File: config.mk
export PLATFORM = sky130hd
export DESIGN_NAME = proc_wb_arbiter_flat
export DESIGN_NICKNAME = d
export VERILOG_FILES = /design/src/rtl/proc_pkg.sv /design/src/rtl/proc_wb_arbiter_if.sv /design/src/rtl/proc_rr_arb.sv /design/src/rtl/proc_wb_arbiter.sv /design/src/flat_wrapper.sv
export SDC_FILE = /design/constraint.sdc
export NUM_CORES = 1
export LEC_CHECK = 0
export ABC_CLOCK_PERIOD_IN_PS = 3510
export BUFFER_PORTS_ARGS = -buffer_cell sky130_fd_sc_hd__buf_2
export CAP_MARGIN = 20
export CORE_MARGIN = 3
export CORE_UTILIZATION = 40
export DETAILED_ROUTE_END_ITERATION = 8
export PLACE_DENSITY = 0.81
export SLEW_MARGIN = 15
export SYNTH_ARGS = -nofsm -noshare
export SYNTH_HDL_FRONTEND = slang
export SYNTH_HIERARCHICAL = 1
export SYNTH_SLANG_ARGS = --single-unit
File: constraint.sdc
create_clock -name clk -period 3.51 [get_ports clk]
set_clock_uncertainty 0.05 [all_clocks]
set_input_delay 0.702 -clock clk [delete_from_list [all_inputs] [get_ports clk]]
set_output_delay 0.702 -clock clk [all_outputs]
set_load 0.05 [all_outputs]
File: src/rtl/proc_pkg.sv
// Shared processor package: default widths, writeback requester ids
// and small helpers used across pipeline blocks.
package proc_pkg;

  localparam int BUS_WIDTH_DEF = 32;
  localparam int REG_DPTH_DEF  = 32;
  localparam int AW_DEF        = $clog2(REG_DPTH_DEF);
  localparam int NREQ_DEF      = 3;

  localparam int WB_ALU = 0;
  localparam int WB_LSU = 1;
  localparam int WB_MDU = 2;

  function automatic int ptr_w(input int n);
    return (n > 1) ? $clog2(n) : 1;
  endfunction

endpackage

File: src/rtl/proc_wb_arbiter_if.sv
// Writeback request bus: NREQ sources, each with valid/ready,
// destination register and data, packed as flat slices.
interface proc_wb_arbiter_if
  import proc_pkg::*;
#(
  parameter int NREQ      = NREQ_DEF,
  parameter int AW        = AW_DEF,
  parameter int BUS_WIDTH = BUS_WIDTH_DEF
) ();

  logic [NREQ-1:0]           vld;
  logic [NREQ-1:0]           rdy;
  logic [NREQ*AW-1:0]        add;
  logic [NREQ*BUS_WIDTH-1:0] data;

  modport master (
    output vld,
    output add,
    output data,
    input  rdy
  );

  modport slave (
    input  vld,
    input  add,
    input  data,
    output rdy
  );

endinterface

File: src/rtl/proc_rr_arb.sv
// Round-robin picker: search from ptr with wrap, first valid wins,
// next pointer is one past the winner.
module proc_rr_arb
  import proc_pkg::*;
#(
  parameter int N = 3,
  localparam int PW = ptr_w(N)
) (
  input  logic [N-1:0]  vld,
  input  logic [PW-1:0] ptr,
  output logic [N-1:0]  gnt,
  output logic [PW-1:0] nxt_ptr,
  output logic          any
);

  typedef logic [PW:0] sum_t;

  sum_t          sum;
  logic [PW-1:0] idx;

  always_comb begin
    gnt     = '0;
    nxt_ptr = ptr;
    any     = 1'b0;
    sum     = '0;
    idx     = '0;
    for (int k = 0; k < N; k++) begin
      sum = {1'b0, ptr} + sum_t'(k);
      if (sum >= sum_t'(N))
        sum = sum - sum_t'(N);
      idx = sum[PW-1:0];
      if (!any && vld[idx]) begin
        any      = 1'b1;
        gnt[idx] = 1'b1;
        if (idx == PW'(N - 1))
          nxt_ptr = '0;
        else
          nxt_ptr = idx + 1'b1;
      end
    end
  end

endmodule

File: src/rtl/proc_wb_arbiter.sv
// Writeback arbiter: round-robin access to the single register-file
// write port, plus the busy scoreboard that drives decode hazards.
module proc_wb_arbiter
  import proc_pkg::*;
#(
  parameter int BUS_WIDTH = BUS_WIDTH_DEF,
  parameter int REG_DPTH  = REG_DPTH_DEF,
  parameter int NREQ      = NREQ_DEF,
  localparam int AW = $clog2(REG_DPTH)
) (
  input  logic                 clk,
  input  logic                 rst,
  proc_wb_arbiter_if.slave     wb,
  input  logic                 i_issue_vld,
  input  logic [AW-1:0]        i_issue_rd,
  input  logic [AW-1:0]        i_rega_add,
  input  logic [AW-1:0]        i_regb_add,
  output logic                 o_hazard_a,
  output logic                 o_hazard_b,
  output logic                 o_reg_we,
  output logic [AW-1:0]        o_regw_add,
  output logic [BUS_WIDTH-1:0] o_reg_data,
  output logic [REG_DPTH-1:0]  o_busy
);

  localparam int PW = ptr_w(NREQ);

  logic [PW-1:0]        ptr_q;
  logic [PW-1:0]        ptr_nxt;
  logic [NREQ-1:0]      gnt;
  logic                 any;
  logic [AW-1:0]        sel_add;
  logic [BUS_WIDTH-1:0] sel_data;
  logic [REG_DPTH-1:0]  busy_q;
  logic [REG_DPTH-1:0]  busy_nxt;

  proc_rr_arb #(
    .N (NREQ)
  ) u_arb (
    .vld     (wb.vld),
    .ptr     (ptr_q),
    .gnt     (gnt),
    .nxt_ptr (ptr_nxt),
    .any     (any)
  );

  assign wb.rdy = rst ? '0 : gnt;

  always_comb begin
    sel_add  = '0;
    sel_data = '0;
    for (int i = 0; i < NREQ; i++) begin
      if (gnt[i]) begin
        sel_add  = wb.add[i*AW +: AW];
        sel_data = wb.data[i*BUS_WIDTH +: BUS_WIDTH];
      end
    end
  end

  // x0 grants still handshake but never reach the register file
  always_ff @(posedge clk) begin
    if (rst) begin
      ptr_q      <= '0;
      o_reg_we   <= 1'b0;
      o_regw_add <= '0;
      o_reg_data <= '0;
    end else begin
      o_reg_we <= any && (sel_add != '0);
      if (any) begin
        ptr_q      <= ptr_nxt;
        o_regw_add <= sel_add;
        o_reg_data <= sel_data;
      end
    end
  end

  // set after clear: a fresh issue outranks a commit to the same reg
  always_comb begin
    busy_nxt = busy_q;
    if (o_reg_we && (o_regw_add != '0))
      busy_nxt[o_regw_add] = 1'b0;
    if (i_issue_vld && (i_issue_rd != '0))
      busy_nxt[i_issue_rd] = 1'b1;
    busy_nxt[0] = 1'b0;
  end

  always_ff @(posedge clk) begin
    if (rst)
      busy_q <= '0;
    else
      busy_q <= busy_nxt;
  end

  assign o_busy     = busy_q;
  assign o_hazard_a = busy_q[i_rega_add];
  assign o_hazard_b = busy_q[i_regb_add];

endmodule

File: src/flat_wrapper.sv
// flat-port wrapper written by rule: the top's interface ports become plain ports
module proc_wb_arbiter_flat import proc_pkg::*;
#(
  parameter int BUS_WIDTH = BUS_WIDTH_DEF,
  parameter int REG_DPTH  = REG_DPTH_DEF,
  parameter int NREQ      = NREQ_DEF,
  localparam int AW = $clog2(REG_DPTH)
)
  (clk, rst, i_issue_vld, i_issue_rd, i_rega_add, i_regb_add, o_hazard_a, o_hazard_b, o_reg_we, o_regw_add, o_reg_data, o_busy, wb_vld, wb_add, wb_data, wb_rdy);
  proc_wb_arbiter_if #(.NREQ(NREQ), .AW(5), .BUS_WIDTH(BUS_WIDTH)) wb_i ();
  input  logic clk;
  input  logic rst;
  input  logic i_issue_vld;
  input  logic [AW-1:0] i_issue_rd;
  input  logic [AW-1:0] i_rega_add;
  input  logic [AW-1:0] i_regb_add;
  output logic o_hazard_a;
  output logic o_hazard_b;
  output logic o_reg_we;
  output logic [AW-1:0] o_regw_add;
  output logic [BUS_WIDTH-1:0] o_reg_data;
  output logic [REG_DPTH-1:0] o_busy;
  input wire logic [$bits(wb_i.vld)-1:0] wb_vld;
  input wire logic [$bits(wb_i.add)-1:0] wb_add;
  input wire logic [$bits(wb_i.data)-1:0] wb_data;
  output wire logic [$bits(wb_i.rdy)-1:0] wb_rdy;
  assign wb_i.vld = wb_vld;
  assign wb_i.add = wb_add;
  assign wb_i.data = wb_data;
  assign wb_rdy = wb_i.rdy;
  proc_wb_arbiter #(.BUS_WIDTH(BUS_WIDTH), .REG_DPTH(REG_DPTH), .NREQ(NREQ)) u_core (.clk(clk), .rst(rst), .wb(wb_i), .i_issue_vld(i_issue_vld), .i_issue_rd(i_issue_rd), .i_rega_add(i_rega_add), .i_regb_add(i_regb_add), .o_hazard_a(o_hazard_a), .o_hazard_b(o_hazard_b), .o_reg_we(o_reg_we), .o_regw_add(o_regw_add), .o_reg_data(o_reg_data), .o_busy(o_busy));
endmodule
## Yosys cells after proc, flatten, opt, wreduce, memory -nomap -nowiden

Cells that the tools add are included.
W data, S select, Z words.

| cells by class | value |
|---|---|
| add/sub/neg operators | 8 |
| reductions and logical operators | 17 |
| mux-type cells | 44 |
| magnitude comparators | 15 |
| equality and inequality tests | 3 |
| bitwise logic cells | 5 |

Operators by type and width:

| operator | number |
|---|---|
| $mux W32 | 5 |
| $and A32 B32 Y32 | 1 |
| $not A32 Y32 | 1 |
| $or A32 B32 Y32 | 1 |
| $lt A5 B6 Y1 const B | 4 |
| $mux W2 | 9 |
| $mux W5 | 3 |
| $reduce_bool A5 Y1 | 3 |
| $mux W1 | 13 |
| $mux W3 | 4 |
| $bmux W1 S5 | 2 |
| $demux W1 S5 | 2 |
| $ge A5 B1 Y1 const B | 2 |
| $logic_and A1 B1 Y1 | 10 |
| $lt A2 B3 Y1 const B | 3 |
| $add A2 B1 Y2 const B | 3 |
| $bmux W1 S2 | 3 |
| $demux W1 S2 | 3 |
| $eq A2 B2 Y1 const B | 3 |
| $ge A2 B1 Y1 const B | 3 |
| $ge A3 B2 Y1 const B | 2 |
| $or A3 B3 Y3 | 2 |
| $sub A2 B2 Y2 const B | 3 |
| $add A2 B1 Y3 const B | 1 |
| 5 further kinds | 6 |

| storage, ports and cells | value |
|---|---|
| register bits after elaboration | 72 |
| word-level logic and storage cells | 98 |
| output and inout port bits | 75 |

## Depth between registers and ports, before layout

Gate-level depths: netlist of the first run.

| depth | value |
|---|---|
| word-level depth | 16 |
| depth in mapped cells | 14 |

## Cells and area by module

Netlist of the first run, hierarchy kept.

By module, submodules not included:

| module | area an instance (µm²) | cells an instance | sequential area each (µm²) | times used |
|---|---|---|---|---|
| proc_wb_arbiter | 3963.8 | 483 | 1421.4 | 1 |
| proc_rr_arb | 385.4 | 56 | 0.0 | 1 |

## Least setup slack after synthesis of the first run

OpenSTA, ideal clock, no wires.

| timing | value |
|---|---|
| path kind | reg2out |
| start point | reg u_core.ptr_q[0] |
| end point | out wb_rdy[2] |
| arrival | 2.827 ns |
| cell stages (with the launch flop) | 13 |
| required time | 2.758 ns |
| path buffers | 3 |
| slack | -0.069 ns |
| cell sequence | dfxtp_1 inv_1 ha_1 buf_6 and4bb_1 a31oi_1 or2_4 a2bb2oi_1 o21ai_1 inv_1 clkbuf_1 buf_1 nor2_1 |

| between the ends | value |
|---|---|
| cells in the longest elaborated chain, start to end | 12 |
| elaborated cells between the ends (all ways) | 44 |
| classes of those cells | add/sub: 5; order compare: 9; mux: 21; bitwise: 2; reduce/logical: 7 |

Ends and longest elaborated chain:

| item | RTL line | source |
|---|---|---|
| from (decl) | proc_wb_arbiter.sv:28 | `logic [PW-1:0] ptr_q;` |
| from (signal assigned) | proc_wb_arbiter.sv:70 | `ptr_q <= ptr_nxt;` |
| $add A2 B1 Y3, or another cell as far along | proc_rr_arb.sv:28 | `sum = {1'b0, ptr} + sum_t'(k);` |
| $ge A3 B2 Y1, or another cell as far along | proc_rr_arb.sv:29 | `if (sum >= sum_t'(N))` |
| $mux W2, or another cell as far along | proc_rr_arb.sv:29 |  |
| $lt A2 B3 Y1 (implied by the code), or another cell as far along | proc_rr_arb.sv:34 | `gnt[idx] = 1'b1;` |
| $logic_and A1 B1 Y1 (implied by the code), or another cell as far along | proc_rr_arb.sv:34 |  |
| $mux W1 (implied by the code), or another cell as far along | proc_rr_arb.sv:34 |  |
| $demux W1 S2, or another cell as far along | proc_rr_arb.sv:34 |  |
| $or A3 B3 Y3 (no source line) / $mux W1 (equally long branches) | - |  |
| $mux W3 / $logic_not A1 Y1 (equally long branches) | proc_rr_arb.sv:32 | `if (!any && vld[idx]) begin` |
| $or A3 B3 Y3 (no source line) / $logic_and A1 B1 Y1 (equally long branches) | - |  |
| $mux W3 * | proc_rr_arb.sv:32 |  |
| via u_core.gnt[2] | proc_wb_arbiter.sv:30 | `logic [NREQ-1:0] gnt;` |
| $mux W3 * | proc_wb_arbiter.sv:47 | `assign wb.rdy = rst ? '0 : gnt;` |
| to (decl) | flat_wrapper.sv:26 | `output wire logic [$bits(wb_i.rdy)-1:0] wb_rdy;` |

The timed path passes the listed nets; every way through them passes the cells marked *. The select of a mux whose other input is x is not followed.

## Worst setup path after layout of the first run

| timing | value |
|---|---|
| start point | reg u_core.ptr_q[0] |
| end point | out wb_rdy[0] |

Same word-level chain as after synthesis.

==> impl_metrics.env, run 1 <==
export IMPL_netlist_area_sq_um=4349
export IMPL_grt_ovfl_total=0
export IMPL_clock_sinks=71
export IMPL_irDropWorstVdd_mv=0.6130
export IMPL_numCtsBuffers=9
export IMPL_dieArea_sq_um=12160
export IMPL_hold_viol=0
export IMPL_postCtsHoldBufs=0
export IMPL_ys_ff_latch=71
export IMPL_design_area_sq_um=5655
export IMPL_yosys_top_cells_area="dfxtp_1, a21oi_1, a221o_1"
export IMPL_wirelength_microns=13980
export IMPL_pre_cts_ws_ns=0.4312
export IMPL_synth_simple_gate_area_share=0.1976
export IMPL_clk_path_buf_depth=2
export IMPL_arrival_ns=2.56
export IMPL_drc=0
export IMPL_status="finished, final reports clean"
export IMPL_grt_pass1_wl_microns=21020
export IMPL_tritoncts="yes"
export IMPL_leakage_uw=0.002461
export IMPL_synth_top_area_frac=0.3268
export IMPL_die_h_microns=110.3
export IMPL_ioPinCount=207
export IMPL_critical_path_max_fanout=6
export IMPL_min_path_type="flip-flop to flip-flop"
export IMPL_placed_cell_area_sq_um=5436
export IMPL_netlist_instances=539
export IMPL_routabilityCongestion=0.8600
export IMPL_grt_max_degree=74
export IMPL_clk_latency_ns=0.33
export IMPL_setup_viol=0
export IMPL_p_per_area_nw_per_um2=990.1
export IMPL_synthMuxAreaShare=0.09091
export IMPL_layout_drive_gt1_share=0.3407
export IMPL_maxCapViolations=0
export IMPL_syn_to_final_growth_pct=30.03
export IMPL_grt_pass1_vias=4208
export IMPL_dominantRegCellSynth="dfxtp_1"
export IMPL_slew_headroom=0.5556
export IMPL_ant_nets=0
export IMPL_ys_warn_count=6
export IMPL_cp_start_kind="flip-flop"
export IMPL_synth_area_leader_cell="dfxtp_1"
export IMPL_grt_usage=0.2179
export IMPL_fin_crit_ns=3.308
export IMPL_start_util=0.4157
export IMPL_n_antenna_cell=0
export IMPL_row_count=37
export IMPL_fin_crit_sh=0.9425
export IMPL_tns_ns=0
export IMPL_stdcell_count=858
export IMPL_cts_setup_buffers=0
export IMPL_synth_area_per_cell_sq_um=8.069
export IMPL_synth_compound_area_frac=0.3159
export IMPL_slew_violations=0
export IMPL_drt_iter0_markers=282
export IMPL_antenna_found_initial=0
export IMPL_viasPerCell=5.541
export IMPL_htreeDepth=3
export IMPL_core_area_sq_um=10460
export IMPL_hpwl_microns=10630
export IMPL_finalWorstSetupSlack_ns=0.2017
export IMPL_drt_pass1_iter_count=5
export IMPL_cts_root_buf="clkbuf_8"
export IMPL_rsz0062_at_grt="no"
export IMPL_synth_top_family_by_area="compound AO/OA/AOI/OAI gates"
export IMPL_synth_edff_count=0
export IMPL_synth_seq_area_share=0.3268
export IMPL_vias=4754
export IMPL_crit_required_ns=2.76
export IMPL_max_slew_worst_pin_slew_ns=0.6652
export IMPL_die_w_microns=110.3
export IMPL_place_inst=842
export IMPL_holdWs_ns=0.4213
export IMPL_post_drt_wl_per_cell_microns=16.29
export IMPL_worstSetupPathType="flip-flop to output port"
export IMPL_syn_nets=675
export IMPL_yosysUniqueCellTypes=41
export IMPL_synth_xor_area_frac=0
export IMPL_clock_fmax_ghz=0.3023
export IMPL_async_reset_ff_frac=0
export IMPL_synthAdderAreaFrac=0.01151
export IMPL_nets=853
export IMPL_portBuffers=205
export IMPL_clkTransAtPathRegs_ns=0.07
export IMPL_end_kind="output port"
metal layers:
| layer | global-route usage | up-vias | wire length [microns] |
|---|---|---|---|
| met3 | 0.04252 | 19 | 1105 |
| met5 | 0 | - | 0 |
| li1 | - | 2347 | - |
| met1 | 0.2788 | 2175 | 5865 |
| met4 | 0.06332 | 0 | 215 |
| met2 | 0.3726 | 213 | 6789 |
report_power, final:
part / internal (uW) / switching (uW)
Combinational: 1350 / 2310
Clock: 398 / 305
Sequential: 1050 / 190
critical path, cell delays in order (launching register included):
cell and delay, ns:
dfxtp_1 0.41, inv_1 0.09, ha_1 0.31, and4bb_1 0.25
a31oi_1 0.05, o21ai_0 0.29, a221oi_1 0.16, a21oi_2 0.22
nor2b_1 0.15, buf_2 0.28
cell families after synthesis:
group / after synthesis
buf+inv: 55
compound gates: 209
simple gates: 167
mux: 32
fa+ha+maj: 4
other cells: 1
flops: 71
synthesized netlist by cell type (all sizes together) (4+ instances only):
cell type and n:
inv 7, nand2 50, nand2b 49, a221o 31, a22oi 5, nor2b 14, o211ai 36, a2bb2oi 5
nand3 13, mux4 6, nor2 22, o21ai 37, nand4 4, ha 4, buf 20, dfxtp 71
nand3b 5, clkbuf 28, mux2i 26, a21oi 80
state kept, by name (all words and copies together) (netlist names):
name	cells
u_core/o_reg_we	1
u_core/o_regw_add	5
u_core/o_busy	31
u_core/o_reg_data	32
u_core/ptr_q	2
final cells by class:
type / instances / area [sq um]
inverter: 7 / 26.28
tap: 136 / 170.2
multi-input combinational: 413 / 2711
clock buffer: 10 / 127.6
sequential: 71 / 1421
fill: 1046 / 4807
clock inverter: 6 / 85.08
timing repair buffer: 215 / 1114
what timing repair did:
item	CTS	global route
hold endpoints to repair	0	0
endpoints found under the setup margin	0	2
resized for setup	0	2
layout by cell type (no fill, tap or decap), types with 2 or more instances in the layout:
master and count:
a211oi_1 3, a21oi_1 79, a221o_1 31, a221oi_1 2, a22o_1 2, a22oi_1 4
a2bb2oi_1 5, a31oi_1 3, and2_1 2, buf_2 205, buf_4 9, bufinv_16 2
clkbuf_8 9, clkinv_2 2, clkinvlp_4 2, dfxtp_1 71, ha_1 3, inv_1 7
mux2i_1 26, mux4_2 6, nand2_1 50, nand2b_1 49, nand3_1 13, nand3b_1 5
nand4_1 4, nor2_1 21, nor2b_1 13, nor3_1 3, o2111ai_1 2, o211ai_1 36
o21ai_0 34, o21ai_2 2
metrics by stage:
stage	utilization	power [uW]
final	0.5405	5600
after global routing	0.5405	5982
after CTS	0.5399	5603
after detailed placement	0.5196	4887
after global placement	0.5196	4875
after floorplan	-	4094
worst paths after layout:
check	startpoint	end	slack, ns	cells past startpoint
worst max-delay path	u_core/ptr_q[0]$_SDFFE_PP0P_	wb_rdy[0]	0.20	9
worst min-delay path	u_core/o_reg_data[9]$_SDFFE_PP0P_	u_core/o_reg_data[9]$_SDFFE_PP0P_	0.42	2
worst max register to register	u_core/ptr_q[0]$_SDFFE_PP0P_	u_core/o_reg_we$_SDFF_PP0_	0.56	12
worst min register to register	u_core/o_reg_data[9]$_SDFFE_PP0P_	u_core/o_reg_data[9]$_SDFFE_PP0P_	0.42	2
Power figures use the tool's default switching activity.
==> run 2: changes to the inputs <==
--- a/config.mk
+++ b/config.mk
@@ -11,7 +11,7 @@
 export CORE_MARGIN = 3
 export CORE_UTILIZATION = 40
 export DETAILED_ROUTE_END_ITERATION = 8
-export PLACE_DENSITY = 0.81
+export PLACE_DENSITY = 0.72
 export SLEW_MARGIN = 15
 export SYNTH_ARGS = -nofsm -noshare
 export SYNTH_HDL_FRONTEND = slang
==> impl_metrics.env, run 2 (synthesis gave the netlist of run 1 again) <==
export IMPL_hold_viol=0
export IMPL_rsz0062_at_grt="no"
export IMPL_layout_drive_gt1_share=0.3412
export IMPL_slowest_stage="dfxtp_4"
export IMPL_post_drt_wl_per_cell_microns=16.92
export IMPL_p_sw_frac=0.5078
export IMPL_grt_ovfl_total=0
export IMPL_final_common_cell="buf_2"
export IMPL_fin_crit_ns=3.340
export IMPL_routabilityCongestion=0.8581
export IMPL_place_inst=842
export IMPL_syn_to_final_growth_pct=29.95
export IMPL_tns_ns=0
export IMPL_p_seq_frac=0.221
export IMPL_grt_pass1_wl_microns=22420
export IMPL_hpwl_microns=11220
export IMPL_r2r_start="u_core/ptr_q[1]$_SDFFE_PP0P_"
export IMPL_slew_violations=0
export IMPL_crit_top_cell="buf_4"
export IMPL_core_area_sq_um=10460
export IMPL_grt_pass1_vias=4685
export IMPL_most_common_layout_cells="buf_2, a21oi_1, dfxtp_1, nand2_1, nand2b_1"
export IMPL_postCtsHoldBufs=0
export IMPL_p_per_area_nw_per_um2=1000
export IMPL_hold_start="u_core/o_reg_data[0]$_SDFFE_PP0P_"
export IMPL_grt_usage=0.2330
export IMPL_critical_path_max_fanout=11
export IMPL_min_path_type="flip-flop to flip-flop"
export IMPL_grt_max_degree=49
export IMPL_die_w_microns=110.3
export IMPL_clkTransAtPathRegs_ns=0.07
export IMPL_wirelength_microns=14500
export IMPL_fillers=1035
export IMPL_cts_root_buf="clkbuf_8"
export IMPL_vias=4914
export IMPL_numCtsBuffers=9
export IMPL_start_util=0.4157
export IMPL_design_area_sq_um=5652
export IMPL_drt_pass1_iter_count=5
export IMPL_irDropWorstVdd_mv=0.8728
export IMPL_multi_input_area_sq_um=2720
export IMPL_drc=0
export IMPL_n_antenna_cell=0
export IMPL_viasPerCell=5.734
export IMPL_cp_cell_sequence="inv_1 > ha_2 > nand2b_1 > a31oi_1 > o21ai_0 > a221oi_1 > a21oi_1 > buf_4 > nor2b_1 > buf_4"
export IMPL_r2r_cells=11
export IMPL_max_slew_worst_pin_slew_ns=0.6772
export IMPL_dieArea_sq_um=12160
export IMPL_max_flop_register="u_core/o_reg_data"
export IMPL_reg2reg_to="u_core/o_reg_we$_SDFF_PP0_"
export IMPL_path_delay_family="compound AO/OA/AOI/OAI gates"
export IMPL_antenna_found_initial=0
export IMPL_row_count=37
export IMPL_clk_path_buf_depth=2
export IMPL_cp_start_kind="flip-flop"
export IMPL_largest_reg_flops=32
export IMPL_whs_path_depth=2
export IMPL_die_h_microns=110.3
export IMPL_setup_viol=0
export IMPL_p_int_uw=2783
export IMPL_hold_path_end="u_core/o_reg_data[0]$_SDFFE_PP0P_"
export IMPL_portBuffers=205
export IMPL_maxCapViolations=0
export IMPL_stdcell_count=857
export IMPL_reg2reg_slack_ns=0.36
export IMPL_drt_iter0_markers=287
export IMPL_clock_fmax_ghz=0.2994
export IMPL_arrival_ns=2.59
export IMPL_clk_latency_ns=0.34
export IMPL_status="finished, final reports clean"
export IMPL_leakage_uw=0.002459
export IMPL_crit_required_ns=2.76
export IMPL_ioPinCount=207
export IMPL_slowest_delay_ns=0.37
export IMPL_final_util=0.5402
export IMPL_end_kind="output port"
export IMPL_slew_headroom=0.5476
export IMPL_clock_sinks=71
export IMPL_tritoncts="yes"
export IMPL_pwr_share_clk=0.115
export IMPL_pwr_share_comb=0.664
export IMPL_power_switching_uw=2871
export IMPL_ff_latch_area_sq_um=1426
export IMPL_fin_crit_sh=0.9516
export IMPL_cts_setup_buffers=0
export IMPL_path_buf_inv=3
export IMPL_nets=853
export IMPL_worstSetupPathType="flip-flop to output port"
export IMPL_htreeDepth=3
export IMPL_placed_cell_area_sq_um=5440
export IMPL_ant_nets=0
run 2: what timing repair did:
item / CTS / global route
resized for setup: 3 / 5
pin swaps: 0 / 2
endpoints found under the setup margin: 1 / 1
run 2: cell type report:
class | instances | area share
clock buffers | 12 | 0.02568
inverters | 7 | 0.004649
repair buffers | 215 | 0.1981
flip-flops and latches | 71 | 0.2524
multi-input cells | 413 | 0.4813
well taps | 136 | 0.03011
clock inverters | 3 | 0.007749
run 2: metrics by stage:
step	power [uW]	hold WS, ns	setup WS [ns]
finish	5654	0.4235	0.1699
floorplan	4094	0.4915	0.1454
detailed placement	4977	0.4126	0.3129
CTS	5639	0.4270	0.04354
global placement	4852	0.4064	0.1172
global route	6028	0.4432	0.01286
run 2: how the worst max path moves through the flow:
| stage | from | endpoint | slack (ns) | depth (start not counted) |
|---|---|---|---|---|
| after floorplan | u_core/ptr_q[0]$_SDFFE_PP0P_ | wb_rdy[2] | 0.15 | 12 |
| after global placement | u_core/ptr_q[0]$_SDFFE_PP0P_ | u_core/o_reg_data[5]$_SDFFE_PP0P_ | 0.12 | 12 |
| after detailed placement | u_core/ptr_q[1]$_SDFFE_PP0P_ | u_core/o_reg_we$_SDFF_PP0_ | 0.31 | 11 |
| after CTS | u_core/ptr_q[1]$_SDFFE_PP0P_ | wb_rdy[0] | 0.04 | 10 |
| after global routing | u_core/ptr_q[0]$_SDFFE_PP0P_ | wb_rdy[0] | 0.01 | 10 |
| final | u_core/ptr_q[1]$_SDFFE_PP0P_ | wb_rdy[0] | 0.17 | 10 |
run 2: power groups by stage:
stage / combinational (uW) / sequential (uW) / clock (uW)
after detailed placement: 3720 / 1260 / 0
after floorplan: 2130 / 1960 / 0
final: 3760 / 1250 / 649
after CTS: 3730 / 1250 / 665
after global routing: 4040 / 1290 / 694
after global placement: 3610 / 1240 / 0
run 2: layer usage:
| metal | global-route usage | share of wire | vias up |
|---|---|---|---|
| met5 | 0 | 0 | - |
| met4 | 0.07212 | 0.014 | 0 |
| met3 | 0.04193 | 0.081 | 16 |
| met2 | 0.4142 | 0.50 | 211 |
| met1 | 0.2851 | 0.41 | 2336 |
| li1 | - | - | 2351 |
run 2: worst reg2reg max path, cell delays in order (launching register included):
cell,delay (ns)
dfxtp_4,0.37
inv_1,0.09
ha_2,0.31
mux2i_1,0.29
and2_1,0.22
a2bb2oi_1,0.13
o31ai_4,0.27
buf_4,0.43
nand3b_1,0.20
a2bb2oi_1,0.11
nor4_1,0.44
a21oi_1,0.12
==> run 3: changes to the inputs <==
--- a/config.mk
+++ b/config.mk
@@ -9,9 +9,9 @@
 export BUFFER_PORTS_ARGS = -buffer_cell sky130_fd_sc_hd__buf_2
 export CAP_MARGIN = 20
 export CORE_MARGIN = 3
-export CORE_UTILIZATION = 40
+export CORE_UTILIZATION = 45
 export DETAILED_ROUTE_END_ITERATION = 8
-export PLACE_DENSITY = 0.72
+export PLACE_DENSITY = 0.79
 export SLEW_MARGIN = 15
 export SYNTH_ARGS = -nofsm -noshare
 export SYNTH_HDL_FRONTEND = slang
==> impl_metrics.env, run 3 (synthesis gave the netlist of run 1 again) <==
export IMPL_grt_ovfl_total=0
export IMPL_critical_path_max_fanout=10
export IMPL_cp_cell_sequence="inv_1 > ha_2 > and4bb_1 > a31oi_1 > o21ai_1 > a221oi_2 > a21oi_2 > nor2b_1 > buf_2"
export IMPL_hold_path_end="u_core/o_reg_data[23]$_SDFFE_PP0P_"
export IMPL_cts_setup_buffers=0
export IMPL_crit_required_ns=2.76
export IMPL_leakage_uw=0.002471
export IMPL_core_area_sq_um=9328
export IMPL_tritoncts="yes"
export IMPL_numCtsBuffers=9
export IMPL_p_seq_frac=0.218
export IMPL_htreeDepth=3
export IMPL_largest_reg_flops=32
export IMPL_grt_pass1_wl_microns=22850
export IMPL_routabilityCongestion=0.9140
export IMPL_r2r_start="u_core/ptr_q[0]$_SDFFE_PP0P_"
export IMPL_antenna_found_initial=0
export IMPL_irDropWorstVdd_mv=0.6046
export IMPL_p_per_area_nw_per_um2=1006
export IMPL_maxCapViolations=0
export IMPL_slowest_stage="ha_2"
export IMPL_clk_path_buf_depth=2
export IMPL_grt_usage=0.2558
export IMPL_design_area_sq_um=5667
export IMPL_row_count=35
export IMPL_worstSetupPathType="flip-flop to output port"
export IMPL_pwr_share_comb=0.657
export IMPL_hold_viol=0
export IMPL_grt_pass1_vias=4649
export IMPL_post_drt_wl_per_cell_microns=17.64
export IMPL_placed_cell_area_sq_um=5440
export IMPL_clock_sinks=71
export IMPL_drt_pass1_iter_count=5
export IMPL_clk_latency_ns=0.34
export IMPL_clkTransAtPathRegs_ns=0.08
export IMPL_wirelength_microns=14990
export IMPL_grt_max_degree=53
export IMPL_drc=0
export IMPL_n_antenna_cell=0
export IMPL_final_common_cell="buf_2"
export IMPL_r2r_cells=12
export IMPL_max_flop_register="u_core/o_reg_data"
export IMPL_vias=5024
export IMPL_cts_root_buf="clkbuf_8"
export IMPL_p_int_uw=2825
export IMPL_reg2reg_slack_ns=0.38
export IMPL_pwr_share_clk=0.125
export IMPL_hold_start="u_core/o_reg_data[23]$_SDFFE_PP0P_"
export IMPL_stdcell_count=850
export IMPL_hpwl_microns=11390
export IMPL_fin_crit_ns=3.337
export IMPL_most_common_layout_cells="buf_2, a21oi_1, dfxtp_1, nand2_1, nand2b_1"
export IMPL_syn_to_final_growth_pct=30.29
export IMPL_fin_crit_sh=0.9506
export IMPL_max_slew_worst_pin_slew_ns=0.7560
export IMPL_ant_nets=0
export IMPL_cp_start_kind="flip-flop"
export IMPL_die_w_microns=104.3
export IMPL_setup_viol=0
export IMPL_drt_iter0_markers=406
export IMPL_place_inst=835
export IMPL_min_path_type="flip-flop to flip-flop"
export IMPL_slowest_delay_ns=0.41
export IMPL_p_sw_frac=0.5046
export IMPL_layout_drive_gt1_share=0.3454
export IMPL_holdWs_ns=0.4251
export IMPL_power_switching_uw=2878
export IMPL_die_h_microns=104.3
export IMPL_end_kind="output port"
export IMPL_ioPinCount=207
export IMPL_start_util=0.4663
export IMPL_slew_violations=0
export IMPL_arrival_ns=2.58
export IMPL_reg2reg_to="u_core/o_reg_we$_SDFF_PP0_"
export IMPL_portBuffers=205
export IMPL_viasPerCell=5.911
export IMPL_nets=853
export IMPL_dieArea_sq_um=10880
export IMPL_final_util=0.6075
export IMPL_status="finished, final reports clean"
export IMPL_slew_headroom=0.4949
export IMPL_whs_path_depth=2
export IMPL_clock_fmax_ghz=0.2997
-- run 3: cell count changes in the layout (fill, tap and decap cells not counted), sizes merged --
cell,previous run,this run
bufinv,1,2
clkbuf,12,9
clkinv,2,3
clkinvlp,0,1
-- run 3: repair_timing --
item,in CTS,in global routing
endpoints found under the hold margin,0,0
gates resized for setup,1,5
endpoints found under the setup margin,1,2
hold buffers,0,0
-- run 3: through the flow --
step / total power (uW) / worst slack, ns / setup TNS, ns
4_1_cts: 5677 / 0.02589 / 0
2_1_floorplan: 4094 / 0.1454 / 0
3_5_place_dp: 4953 / 0.3059 / 0
5_1_grt: 6035 / -0.01240 / -0.01240
3_3_place_gp: 4910 / 0.3098 / 0
6_report: 5703 / 0.1734 / 0
-- run 3: area by class of cell --
type                       instances  area, sq um
multi-input combinational        413         2720
clock buffer                       9        123.9
sequential                        71         1423
tap                              129        161.4
timing repair buffer             215         1126
fill                             865         3661
clock inverter                     6        86.33
inverter                           7        26.28
-- run 3: metal layers --
metal	GRT usage	part of all wire	up-vias
met2	0.4340	0.49	287
met3	0.05959	0.082	35
met5	0	0	-
met1	0.3140	0.40	2354
met4	0.09592	0.024	0
li1	-	-	2348
-- run 3: critical path: cells and delay by family, from the launching register on --
kind            cells  cell delay [ns]
fa+ha+maj           1             0.41
simple gates        2             0.37
buf+inv             2             0.31
flops               1             0.38
compound gates      4             0.77
-- run 3: worst max-delay path by stage --
| stage | start | to | slack (ns) |
|---|---|---|---|
| final | u_core/ptr_q[0]$_SDFFE_PP0P_ | wb_rdy[0] | 0.17 |
| after global routing | u_core/ptr_q[1]$_SDFFE_PP0P_ | wb_rdy[0] | -0.01 |
| after CTS | u_core/ptr_q[0]$_SDFFE_PP0P_ | wb_rdy[0] | 0.03 |
| after detailed placement | u_core/ptr_q[0]$_SDFFE_PP0P_ | wb_rdy[0] | 0.31 |
| after global placement | u_core/ptr_q[0]$_SDFFE_PP0P_ | wb_rdy[0] | 0.31 |
| after floorplan | u_core/ptr_q[0]$_SDFFE_PP0P_ | wb_rdy[2] | 0.15 |
-- run 3: power groups by stage --
stage                     clock, uW  combinational [uW]  sequential [uW]
after floorplan                   0                2130             1960
after global placement            0                3660             1250
after detailed placement          0                3700             1250
after CTS                       724                3710             1240
after global routing            763                4000             1270
final                           712                3750             1240
